--- config.mk ---
export PLATFORM = sky130hd
export DESIGN_NAME = mantis_sprite_addr_gen
export DESIGN_NICKNAME = d
export VERILOG_FILES = /design/src/rtl/mantis_sprite_addr_gen.sv
export SDC_FILE = /design/constraint.sdc
export NUM_CORES = 1
export LEC_CHECK = 0
export CAP_MARGIN = 25
export CORE_AREA = 2 2 102 104
export DETAILED_ROUTE_END_ITERATION = 16
export DIE_AREA = 0 0 104 106
export PLACE_DENSITY = 0.83
export SLEW_MARGIN = 20
export SYNTH_ARGS = -nofsm -noshare
export SYNTH_HDL_FRONTEND = slang
export SYNTH_SLANG_ARGS = --single-unit
--- constraint.sdc ---
create_clock -name vga_clk -period 6.05 [get_ports vga_clk]
set_input_delay 1.21 -clock vga_clk [delete_from_list [all_inputs] [get_ports vga_clk]]
set_output_delay 1.21 -clock vga_clk [all_outputs]
set_load 0.05 [all_outputs]
--- src/rtl/mantis_sprite_addr_gen.sv ---
// Mantis idle sprite: per-pixel ROM address, hit qualifier
// and frame-hold animation sequencer.
module mantis_sprite_addr_gen #(
  parameter int SPR_W      = 31,
  parameter int SPR_H      = 156,
  parameter int NUM_FRAMES = 4,
  parameter int FRAME_HOLD = 8,
  parameter int ADDR_W     = 15
) (
  input  logic                          vga_clk,
  input  logic                          reset_n,
  input  logic [9:0]                    DrawX,
  input  logic [9:0]                    DrawY,
  input  logic                          blank,
  input  logic [9:0]                    pos_x,
  input  logic [9:0]                    pos_y,
  input  logic                          flip,
  input  logic                          anim_en,
  input  logic                          anim_restart,
  output logic [ADDR_W-1:0]             rom_address,
  output logic                          sprite_on,
  output logic [$clog2(NUM_FRAMES)-1:0] frame_idx,
  output logic                          frame_start
);

  localparam int FI_W   = $clog2(NUM_FRAMES);
  localparam int HOLD_W = $clog2(FRAME_HOLD);
  localparam int COL_W  = $clog2(SPR_W);
  localparam int ROW_W  = $clog2(SPR_H);
  localparam int ROW_SH = $clog2(SPR_W + 1);

  localparam logic [ADDR_W-1:0] FRAME_WORDS = ADDR_W'(SPR_W * SPR_H);
  localparam logic [FI_W-1:0]   LAST_FRAME  = FI_W'(NUM_FRAMES - 1);
  localparam logic [HOLD_W-1:0] HOLD_LAST   = HOLD_W'(FRAME_HOLD - 1);
  localparam logic [COL_W-1:0]  COL_LAST    = COL_W'(SPR_W - 1);
  localparam logic [10:0]       W11         = 11'(SPR_W);
  localparam logic [10:0]       H11         = 11'(SPR_H);

  typedef enum logic {
    PAUSED = 1'b0,
    RUN    = 1'b1
  } mode_t;

  logic              at_origin;
  logic              prev_origin;
  logic              sof;

  logic [9:0]        sx;
  logic [9:0]        sy;
  logic              sflip;

  mode_t             sen;
  mode_t             sen_nxt;
  logic [HOLD_W-1:0] hold_cnt;
  logic [HOLD_W-1:0] hold_nxt;
  logic [FI_W-1:0]   idx_q;
  logic [FI_W-1:0]   idx_nxt;
  logic [ADDR_W-1:0] frame_base;
  logic [ADDR_W-1:0] base_nxt;
  logic              restart_pend;
  logic              pend_nxt;

  logic              do_restart;
  logic              do_step;
  logic              at_hold_last;
  logic              at_last_frame;

  logic [10:0]       x11;
  logic [10:0]       y11;
  logic [10:0]       sx11;
  logic [10:0]       sy11;
  logic              in_x;
  logic              in_y;
  logic              hit;

  logic [COL_W-1:0]  col;
  logic [COL_W-1:0]  col_f;
  logic [ROW_W-1:0]  row;
  logic [ADDR_W-1:0] row_a;
  logic [ADDR_W-1:0] offset;

  assign at_origin = (DrawX == 10'd0) && (DrawY == 10'd0);
  assign sof       = at_origin && !prev_origin;

  assign x11  = {1'b0, DrawX};
  assign y11  = {1'b0, DrawY};
  assign sx11 = {1'b0, sx};
  assign sy11 = {1'b0, sy};

  // 11-bit bounds so a sprite near the edge clips instead of wrapping
  assign in_x = (x11 >= sx11) && (x11 < sx11 + W11);
  assign in_y = (y11 >= sy11) && (y11 < sy11 + H11);
  assign hit  = in_x && in_y;

  assign col   = DrawX[COL_W-1:0] - sx[COL_W-1:0];
  assign row   = DrawY[ROW_W-1:0] - sy[ROW_W-1:0];
  assign col_f = sflip ? COL_LAST - col : col;
  assign row_a = ADDR_W'(row);

  // row*31 as shift-and-subtract, no multiplier
  assign offset = (row_a << ROW_SH) - row_a + ADDR_W'(col_f);

  always_ff @(posedge vga_clk or negedge reset_n) begin
    if (!reset_n) begin
      prev_origin <= 1'b0;
      frame_start <= 1'b0;
      sprite_on   <= 1'b0;
      rom_address <= '0;
      sx          <= '0;
      sy          <= '0;
      sflip       <= 1'b0;
    end else begin
      prev_origin <= at_origin;
      frame_start <= sof;
      sprite_on   <= hit && blank;
      rom_address <= hit ? frame_base + offset : frame_base;
      if (sof) begin
        sx    <= pos_x;
        sy    <= pos_y;
        sflip <= flip;
      end
    end
  end

  always_ff @(posedge vga_clk or negedge reset_n) begin
    if (!reset_n) begin
      sen          <= PAUSED;
      hold_cnt     <= '0;
      idx_q        <= '0;
      frame_base   <= '0;
      restart_pend <= 1'b0;
    end else begin
      sen          <= sen_nxt;
      hold_cnt     <= hold_nxt;
      idx_q        <= idx_nxt;
      frame_base   <= base_nxt;
      restart_pend <= pend_nxt;
    end
  end

  always_comb begin
    sen_nxt  = sen;
    hold_nxt = hold_cnt;
    idx_nxt  = idx_q;
    base_nxt = frame_base;
    pend_nxt = restart_pend || anim_restart;
    if (sof) begin
      sen_nxt  = anim_en ? RUN : PAUSED;
      pend_nxt = 1'b0;
    end
    unique case (1'b1)
      do_restart: begin
        hold_nxt = '0;
        idx_nxt  = '0;
        base_nxt = '0;
      end
      do_step: begin
        if (at_hold_last) begin
          hold_nxt = '0;
          if (at_last_frame) begin
            idx_nxt  = '0;
            base_nxt = '0;
          end else begin
            idx_nxt  = idx_q + FI_W'(1);
            base_nxt = frame_base + FRAME_WORDS;
          end
        end else begin
          hold_nxt = hold_cnt + HOLD_W'(1);
        end
      end
      default: ;
    endcase
  end

  // anim_en is used live so the edge that samples it also acts on it
  always_comb begin
    do_restart    = sof && (restart_pend || anim_restart);
    do_step       = sof && !do_restart && anim_en;
    at_hold_last  = (hold_cnt == HOLD_LAST);
    at_last_frame = (idx_q == LAST_FRAME);
    frame_idx     = idx_q;
  end

endmodule

== Yosys cells after proc, flatten, opt, wreduce, memory -nomap -nowiden ==
Index checks and enable logic that the tools add are counted.
Storage, ports and cells
  input port bits: 46
  register bits after elaboration: 60
  bits in latches: 0
  memories: 0
  bits in writable memories: 0
  memory bits (read-only): 0
Operators by class
  shift operators: 0
  mux-type cells: 11
  divide/modulo/power cells: 0
  equality and inequality tests: 3
  multipliers: 0
  reduce and logical (&&, ||, !) cells: 16
  bitwise logic cells: 0
  $add $sub $neg: 11
  order comparisons: 4
Operator list (number)
  $mux W15: 3
  $pmux W15 S2: 1
  $lt A10 B11 Y1: 2
  $ge A10 B10 Y1: 2
  $logic_not A10 Y1: 2
  $add A14 B6 Y15: 1
  $add A15 B13 Y15 const B: 1
  $add A15 B15 Y15: 1
  $sub A13 B8 Y14: 1
  $add A10 B5 Y11 const B: 1
  $add A10 B8 Y11 const B: 1
  $logic_and A1 B1 Y1: 9
  $sub A8 B8 Y8: 1
  $pmux W3 S2: 1
  $mux W5: 1
  $sub A5 B5 Y5: 1
  $sub A5 B5 Y5 const A: 1
  $mux W2: 2
  $pmux W2 S2: 1
  $add A3 B1 Y3 const B: 1
  $eq A3 B3 Y1 const B: 1
  $mux W3: 1
  $add A2 B1 Y2 const B: 1
  $eq A2 B2 Y1 const B: 1
  6 further kinds: 7

== Longest topological paths before layout ==
Gate-level depths: netlist of run 1.
  depth after elaboration: 9
  gate-level depth with buffers: 25
  mapped depth without buffers: 24

== Least setup slack after synthesis of run 1 ==
Ideal clock, no wire load.
  path kind: in2reg
  from: input port DrawY[0]
  to: register rom_address[14]
  arrival: 5348 ps
  stages: 22
  path slack: 580 ps
  buffers on the path: 0
  path through: inv_1 -> ha_1 -> fa_1 -> nand2b_1 -> a21oi_2 -> xor2_1 -> o21bai_1 -> o21ai_0 -> nand2_1 -> o311ai_1 -> nand2_1 -> ha_1 -> ha_1 -> and2_1 -> o21ai_0 -> o311ai_0 -> a21o_1 -> a21o_1 -> a31oi_1 -> and2b_2 -> mux2i_1 -> xnor2_1
Between the ends
  word-level cells in the longest chain between the ends: 5
RTL lines
  start: declaration: line 13  | input logic [9:0] DrawY,
  $sub A8 B8 Y8: line 96  | assign row = DrawY[ROW_W-1:0] - sy[ROW_W-1:0];
  $sub A13 B8 Y14: line 101  | assign offset = (row_a << ROW_SH) - row_a + ADDR_W'(col_f);
  $add A14 B6 Y15: line 101
  $add A15 B15 Y15: line 116  | rom_address <= hit ? frame_base + offset : frame_base;
  $mux W15 *: line 116
  end signal: assignment: line 116
  end: declaration: line 20  | output logic [ADDR_W-1:0] rom_address,
Mark *: on every way between the ends. The rest lies on a longest branch, timed or not.
A chain may end at the register's enable or synchronous reset.

== Worst setup path in the final report of run 1 ==
Ends and elaborated chain as after synthesis.

==> run_results.csv, run 1 <==
group,metric,value,unit
status,status,"completed",
timing,worstMarginPinSlew,0.7385,ns
floorplanning,pin_count,65,
final_layout,fillers,828,
clock_tree,cts_tree,"done",
placed_design,postPlaceCellArea,5763,sq um
routing,via_per_inst,5.488,
final_layout,final_layout_size_suffix_gt1_share,9.953,%
global_route,first_global_vias,4338,
final_layout,n_antenna_cell,0,
final_layout,final_area,6106,sq um
yosys,synth_nets,674,
routing,routedWlPerCell,15.02,microns
yosys,synthTopCellsByCount,"ha_1, dfrtp_1, nand2_1, nor2_1, inv_1",
placed_design,dp_hpwl,8835,microns
global_route,grt_usage,21.17,%
critical_path,crit_required,6.26,ns
worst_hold_path,min_path_type,"reg2reg",
placed_design,numPortBuffers,64,
floorplanning,die_h,106,microns
power_and_ir_drop,internal-power,0.0007516,W
timing,hold_viol,0,
timing,fin_crit,5.755,ns
yosys,netlist_top_cells_area,"dfrtp_1, ha_1, xnor2_1",
timing,finalWorstSetupSlack,0.2952,ns
yosys,synth_edf_count,0,
routing,postRouteAntennaNets,0,
critical_path,crit_path_max_fanout,3,
yosys,synth_seq_cells,58,
yosys,synthesis.area,4896,sq um
power_and_ir_drop,power_density,174.3,nW/um^2
critical_path,critPathLaunchType,"primary input",
placed_design,pre_cts_ws,-0.2109,ns
power_and_ir_drop,ir_worst_vdd,0.1148,mV
yosys,synth.most_common_cell,"ha_1",
yosys,syn_area_per_cell,8.951,sq um
critical_path,crit_path_end_kind,"flip-flop",
global_route,grt_first_pass_wirelength,19230,microns
routing,vias,4220,
routing,drc,0,
timing,finalSetupViolCount,0,
routing,wirelength,11550,microns
clock_tree,clk_pin_slew_worst_paths,0.08,ns
power_and_ir_drop,clkPwrFrac,39.5,%
timing,skew,0.01528,ns
clock_tree,numClockSinks,58,
floorplanning,core,10000,sq um
timing,fin_hold_ws,0.4985,ns
timing,fmax,173.8,MHz
global_route,grt.overflow.total,0,
floorplanning,start_util,48.96,%
power_and_ir_drop,sw_frac_of_total,29.37,%
power_and_ir_drop,p_sw,0.0003126,W
yosys,synth_top_area_cell,"dfrtp_1",
final_layout,syn_to_final_growth,24.71,%
run,max_cap_viol_count,0,
critical_path,cp.arrival,5.97,ns
routing,drt-initial-drc-count,173,
yosys,yosysTopAreaCellShare,29.64,%
placed_design,gp_congestion,0.8913,
clock_tree,cts_max_level,3,
yosys,async_reset_ff_share,100.0,%
clock_tree,cts_buffer_depth,2,
yosys,yosysWarnings,0,
final_layout,final_core_util,61.06,%
timing,drv_slew,0,
clock_tree,numCtsBuffers,9,
clock_tree,cts_root_buf,"clkbuf_8",
power_and_ir_drop,seqPwrFrac,36.4,%
critical_path,crit_type,"in2reg",
global_route,grt_max_degree,59,
floorplanning,rows,37,
yosys,synth-main-ff-cell,"dfrtp_1",
timing,fin_crit_sh,95.12,%
clock_tree,clk_latency,0.34,ns
floorplanning,die-area,11020,sq um
global_route,antenna_found_initial,0,
timing,relSlewSlack,50.77,%
routing,drt_first_pass_iters,5,
power_and_ir_drop,power.leakage,2.887,nW
yosys,syn_inst,547,
final_layout,nets,755,
clock_tree,holdBufCountCts,0,
yosys,netlist-cell-type-count,62,
floorplanning,die_x,104,microns
power_and_ir_drop,power_frac_comb,24.1,%
yosys,yosysSeqAreaShare,29.64,%
==> worst max-delay path, stage by stage <==
cell and delay, ns:
clkdlybuf4s50_1 0.50, inv_1 0.07, ha_1 0.19, nand2b_1 0.18
a21o_1 0.22, nand3_1 0.09, o311ai_1 0.12, xnor2_1 0.31
inv_1 0.12, ha_1 0.38, a21oi_4 0.19, o31ai_1 0.09
nand2_1 0.08, nand2_1 0.06, ha_1 0.29, ha_1 0.34
and2_1 0.17, o21ai_0 0.19, o311ai_2 0.16, a21o_1 0.21
a21o_1 0.20, a31oi_2 0.22, and2b_2 0.18, mux2i_1 0.07
xnor2_1 0.13
==> metrics by stage <==
step                      power [W]  std cells  setup TNS, ns
final                      0.001064        769              0
after global routing       0.001110        769      -0.009321
after CTS                  0.001051        767              0
after detailed placement  0.0006335        751        -0.2109
after global placement    0.0006232        751              0
after floorplan           0.0005477        547              0
==> what timing repair did <==
item	CTS	global route
setup buffers	0	2
gates cloned	0	0
pin swaps	0	5
resized for setup	1	13
setup endpoints to repair	1	1
==> worst paths after layout <==
check	slack [ns]	end	depth (start not counted)	startpoint
min in group asynchronous	0.99	rom_address[8]	2	reset_n
min reg2reg	0.50	hold_cnt[2]	2	hold_cnt[2]
max	0.30	rom_address[14]	25	DrawY[0]
min	0.50	hold_cnt[2]	2	hold_cnt[2]
max in group asynchronous	4.53	prev_origin	2	reset_n
max reg2reg	1.25	rom_address[14]	24	sy[4]
==> layout by cell type (no fill, tap or decap), types with 10 or more instances in the layout <==
cell type and n:
a21o_1 13, a21oi_1 17, buf_4 16, clkbuf_8 10, clkdlybuf4s50_1 63, dfrtp_1 58, ha_1 72, inv_1 47
nand2_1 53, nand3_1 13, nor2_1 49, nor3_1 12, o21ai_0 45, xnor2_1 41, xor2_1 15
==> routing by layer <==
metal,global-route usage (%),wire length (microns),vias to the layer above
met1,24.79,4800,2006
met5,0,0,-
li1,-,-,2068
met3,3.495,544,23
met2,39.61,5963,123
met4,6.467,244,0
==> sequential cells by signal (all words and copies together) (netlist names), 2 cells and up <==
name and cells:
frame_base 13, frame_idx 2, hold_cnt 3, rom_address 15, sx 10, sy 10
==> power groups by stage <==
stage	clock network, W	logic [W]	registers [W]
2_1_floorplan	0	0.000153	0.000395
6_report	0.000421	0.000256	0.000387
3_3_place_gp	0	0.000228	0.000395
4_1_cts	0.000422	0.000242	0.000387
5_1_grt	0.000439	0.000284	0.000387
3_5_place_dp	0	0.000238	0.000395
==> cell type report <==
type                    instances  area (sq um)  share of cell area [%]
multi-input cells             432          3326                   54.47
clock inverters                 6         88.84                   1.455
inverters                      47         176.4                   2.889
clock buffers                  10         137.6                   2.254
well taps                     136         170.2                   2.787
flip-flops and latches         58          1451                   23.77
repair buffers                 80         755.7                   12.38
==> logic make-up after synthesis <==
logic type	share of synthesized area, %
flip-flops	29.64
AO/OA/AOI/OAI	17.17
AND/OR/NAND/NOR	14.87
XOR/XNOR	10.53
adder cells (fa/ha/maj)	21.62
multiplexers	1.559
buffers and inverters	4.600
(Power assumes the default switching activity.)
==> run 2: changes to the inputs <==
--- a/config.mk
+++ b/config.mk
@@ -6,9 +6,9 @@
 export NUM_CORES = 1
 export LEC_CHECK = 0
 export CAP_MARGIN = 25
-export CORE_AREA = 2 2 102 104
+export CORE_AREA = 3 3 103 105
 export DETAILED_ROUTE_END_ITERATION = 16
-export DIE_AREA = 0 0 104 106
+export DIE_AREA = 0 0 106 108
 export PLACE_DENSITY = 0.83
 export SLEW_MARGIN = 20
 export SYNTH_ARGS = -nofsm -noshare
==> run 2 against run 1 <==
  * Clock skew is 0.0019 ns lower
  * Global-route usage decreased by 0.65 points
  * Cell area is 1.7% lower
  * Combinational power shrank 4%
  * Highest routed layer unchanged
  * Critical path type unchanged
  * Hold slack improved by 0.0043 ns
  * Register-to-register slack worse by 0.04 ns
==> run_results.csv, run 2 (synthesized netlist as in run 1, its figures left out) <==
group,metric,value,unit
status,status,"completed",
final_layout,regMostFlops,"rom_address",
routing,wirelength,11490,microns
global_route,grt_first_pass_wirelength,19030,microns
clock_tree,clk_pin_slew_worst_paths,0.07,ns
timing,relSlewSlack,51.04,%
timing,fin_crit_sh,96.18,%
final_layout,nets,751,
placed_design,post-place-cells,746,
timing,finalSetupViolCount,0,
clock_tree,numCtsBuffers,9,
timing,fin_crit,5.819,ns
placed_design,dp_hpwl,9021,microns
timing,fmax,171.9,MHz
final_layout,final_layout_size_suffix_gt1_share,8.267,%
final_layout,n_antenna_cell,0,
timing,drv_slew,0,
final_layout,largest_reg_flops,15,
floorplanning,pin_count,65,
final_layout,final_common_cell,"ha_1",
floorplanning,rows,36,
placed_design,postPlaceCellArea,5744,sq um
floorplanning,die-area,11450,sq um
floorplanning,die_x,106,microns
global_route,grt.overflow.total,0,
global_route,antenna_found_initial,0,
global_route,first_global_vias,4310,
clock_tree,cts_max_level,3,
final_layout,layout_common_cells,"ha_1, clkdlybuf4s50_1, dfrtp_1",
critical_path,crit_required,6.28,ns
routing,drt_first_pass_iters,5,
placed_design,pre_cts_ws,-0.2166,ns
routing,vias,4249,
timing,hold_viol,0,
critical_path,crit_path_max_fanout,5,
final_layout,final_area,6003,sq um
clock_tree,clk_latency,0.36,ns
critical_path,critPathLaunchType,"primary input",
routing,via_per_inst,5.576,
clock_tree,postCtsSetupRepairBufs,0,
placed_design,numPortBuffers,64,
global_route,grt_max_degree,59,
routing,drc,0,
run,max_cap_viol_count,0,
global_route,grt_usage,20.52,%
final_layout,top_regs,"rom_address (15), frame_base (13)",
power_and_ir_drop,power_density,181.7,nW/um^2
timing,fin_hold_ws,0.5028,ns
worst_hold_path,min_path_type,"reg2reg",
timing,finalWorstSetupSlack,0.2310,ns
clock_tree,cts_root_buf,"clkbuf_8",
final_layout,fillers,832,
power_and_ir_drop,power.leakage,2.871,nW
critical_path,crit_type,"in2reg",
timing,skew,0.01337,ns
final_layout,finalNonFillerCells,762,
power_and_ir_drop,ir_worst_vdd,0.1374,mV
routing,routedWlPerCell,15.08,microns
routing,drt-initial-drc-count,126,
floorplanning,core,9729,sq um
timing,worstMarginPinSlew,0.7159,ns
placed_design,gp_congestion,0.9107,
final_layout,syn_to_final_growth,22.62,%
clock_tree,cts_buffer_depth,2,
routing,postRouteAntennaNets,0,
floorplanning,start_util,50.32,%
critical_path,crit_path_end_kind,"flip-flop",
floorplanning,die_h,108,microns
clock_tree,cts_tree,"done",
clock_tree,numClockSinks,58,
critical_path,cp.arrival,6.05,ns
==> run 2: what timing repair did <==
action / 4_1_cts / 5_1_grt
hold endpoints to repair: 0 / 0
endpoints found under the setup margin: 0 / 1
hold buffers: 0 / 0
resized for setup: 0 / 3
==> run 2: worst paths after layout <==
check	from	end	slack [ns]	cells past startpoint
worst max-delay path	DrawY[0]	rom_address[14]	0.23	23
worst min register to register	frame_base[14]	rom_address[14]	0.50	1
min in group asynchronous	reset_n	frame_base[7]	1.00	2
max in group asynchronous	reset_n	sx[7]	4.56	2
worst max register to register	sy[2]	rom_address[14]	1.21	21
worst min-delay path	frame_base[14]	rom_address[14]	0.50	1
==> run 2: final cells by class <==
type	count	area (sq um)	share of cell area, %
Clock buffer	9	123.9	2.063
Clock inverter	7	125.1	2.084
Inverter	47	176.4	2.939
Multi-Input combinational cell	432	3234	53.88
Sequential cell	58	1451	24.18
Tap cell	133	166.4	2.772
Timing Repair Buffer	76	725.7	12.09
==> run 2: per-stage QoR <==
stage	TNS, ns	power [W]	util (%)
6_report	0	0.001091	61.70
5_1_grt	-0.04342	0.001138	61.70
4_1_cts	0	0.001094	61.60
3_5_place_dp	-0.2166	0.0006344	59.04
3_3_place_gp	0	0.0006244	59.04
2_1_floorplan	0	0.0005477	-
==> run 2: where the power goes <==
| group | switching, W | internal [W] | leakage (nW) |
|---|---|---|---|
| Combinational | 0.000130 | 0.000115 | 2.07 |
| Sequential | 0.0000000172 | 0.000387 | 0.680 |
| Clock | 0.000182 | 0.000277 | 0.124 |
| Total | 0.000312 | 0.000779 | 2.87 |
==> run 2: critical path, stage by stage <==
cell and delay [ns]:
clkdlybuf4s50_1 0.50, inv_1 0.07, ha_1 0.22, fa_2 0.40, nand2b_1 0.18, a21oi_2 0.19
xor2_1 0.10, o21bai_1 0.24, o21ai_0 0.21, nand2_1 0.14, o311ai_2 0.38, nand2_1 0.12
ha_1 0.30, ha_1 0.33, and2_1 0.17, o21ai_0 0.15, o311ai_1 0.15, a21o_1 0.21
a21o_1 0.19, a31oi_1 0.21, and2b_2 0.17, mux2i_1 0.07, xnor2_1 0.13
==> run 2: layer usage <==
metal	vias to the layer above	routed length, microns	GRT usage, %
li1	2066	-	-
met1	2002	4824	24.54
met2	146	5749	37.20
met3	35	575	3.045
met4	0	343	8.141
met5	-	0	0
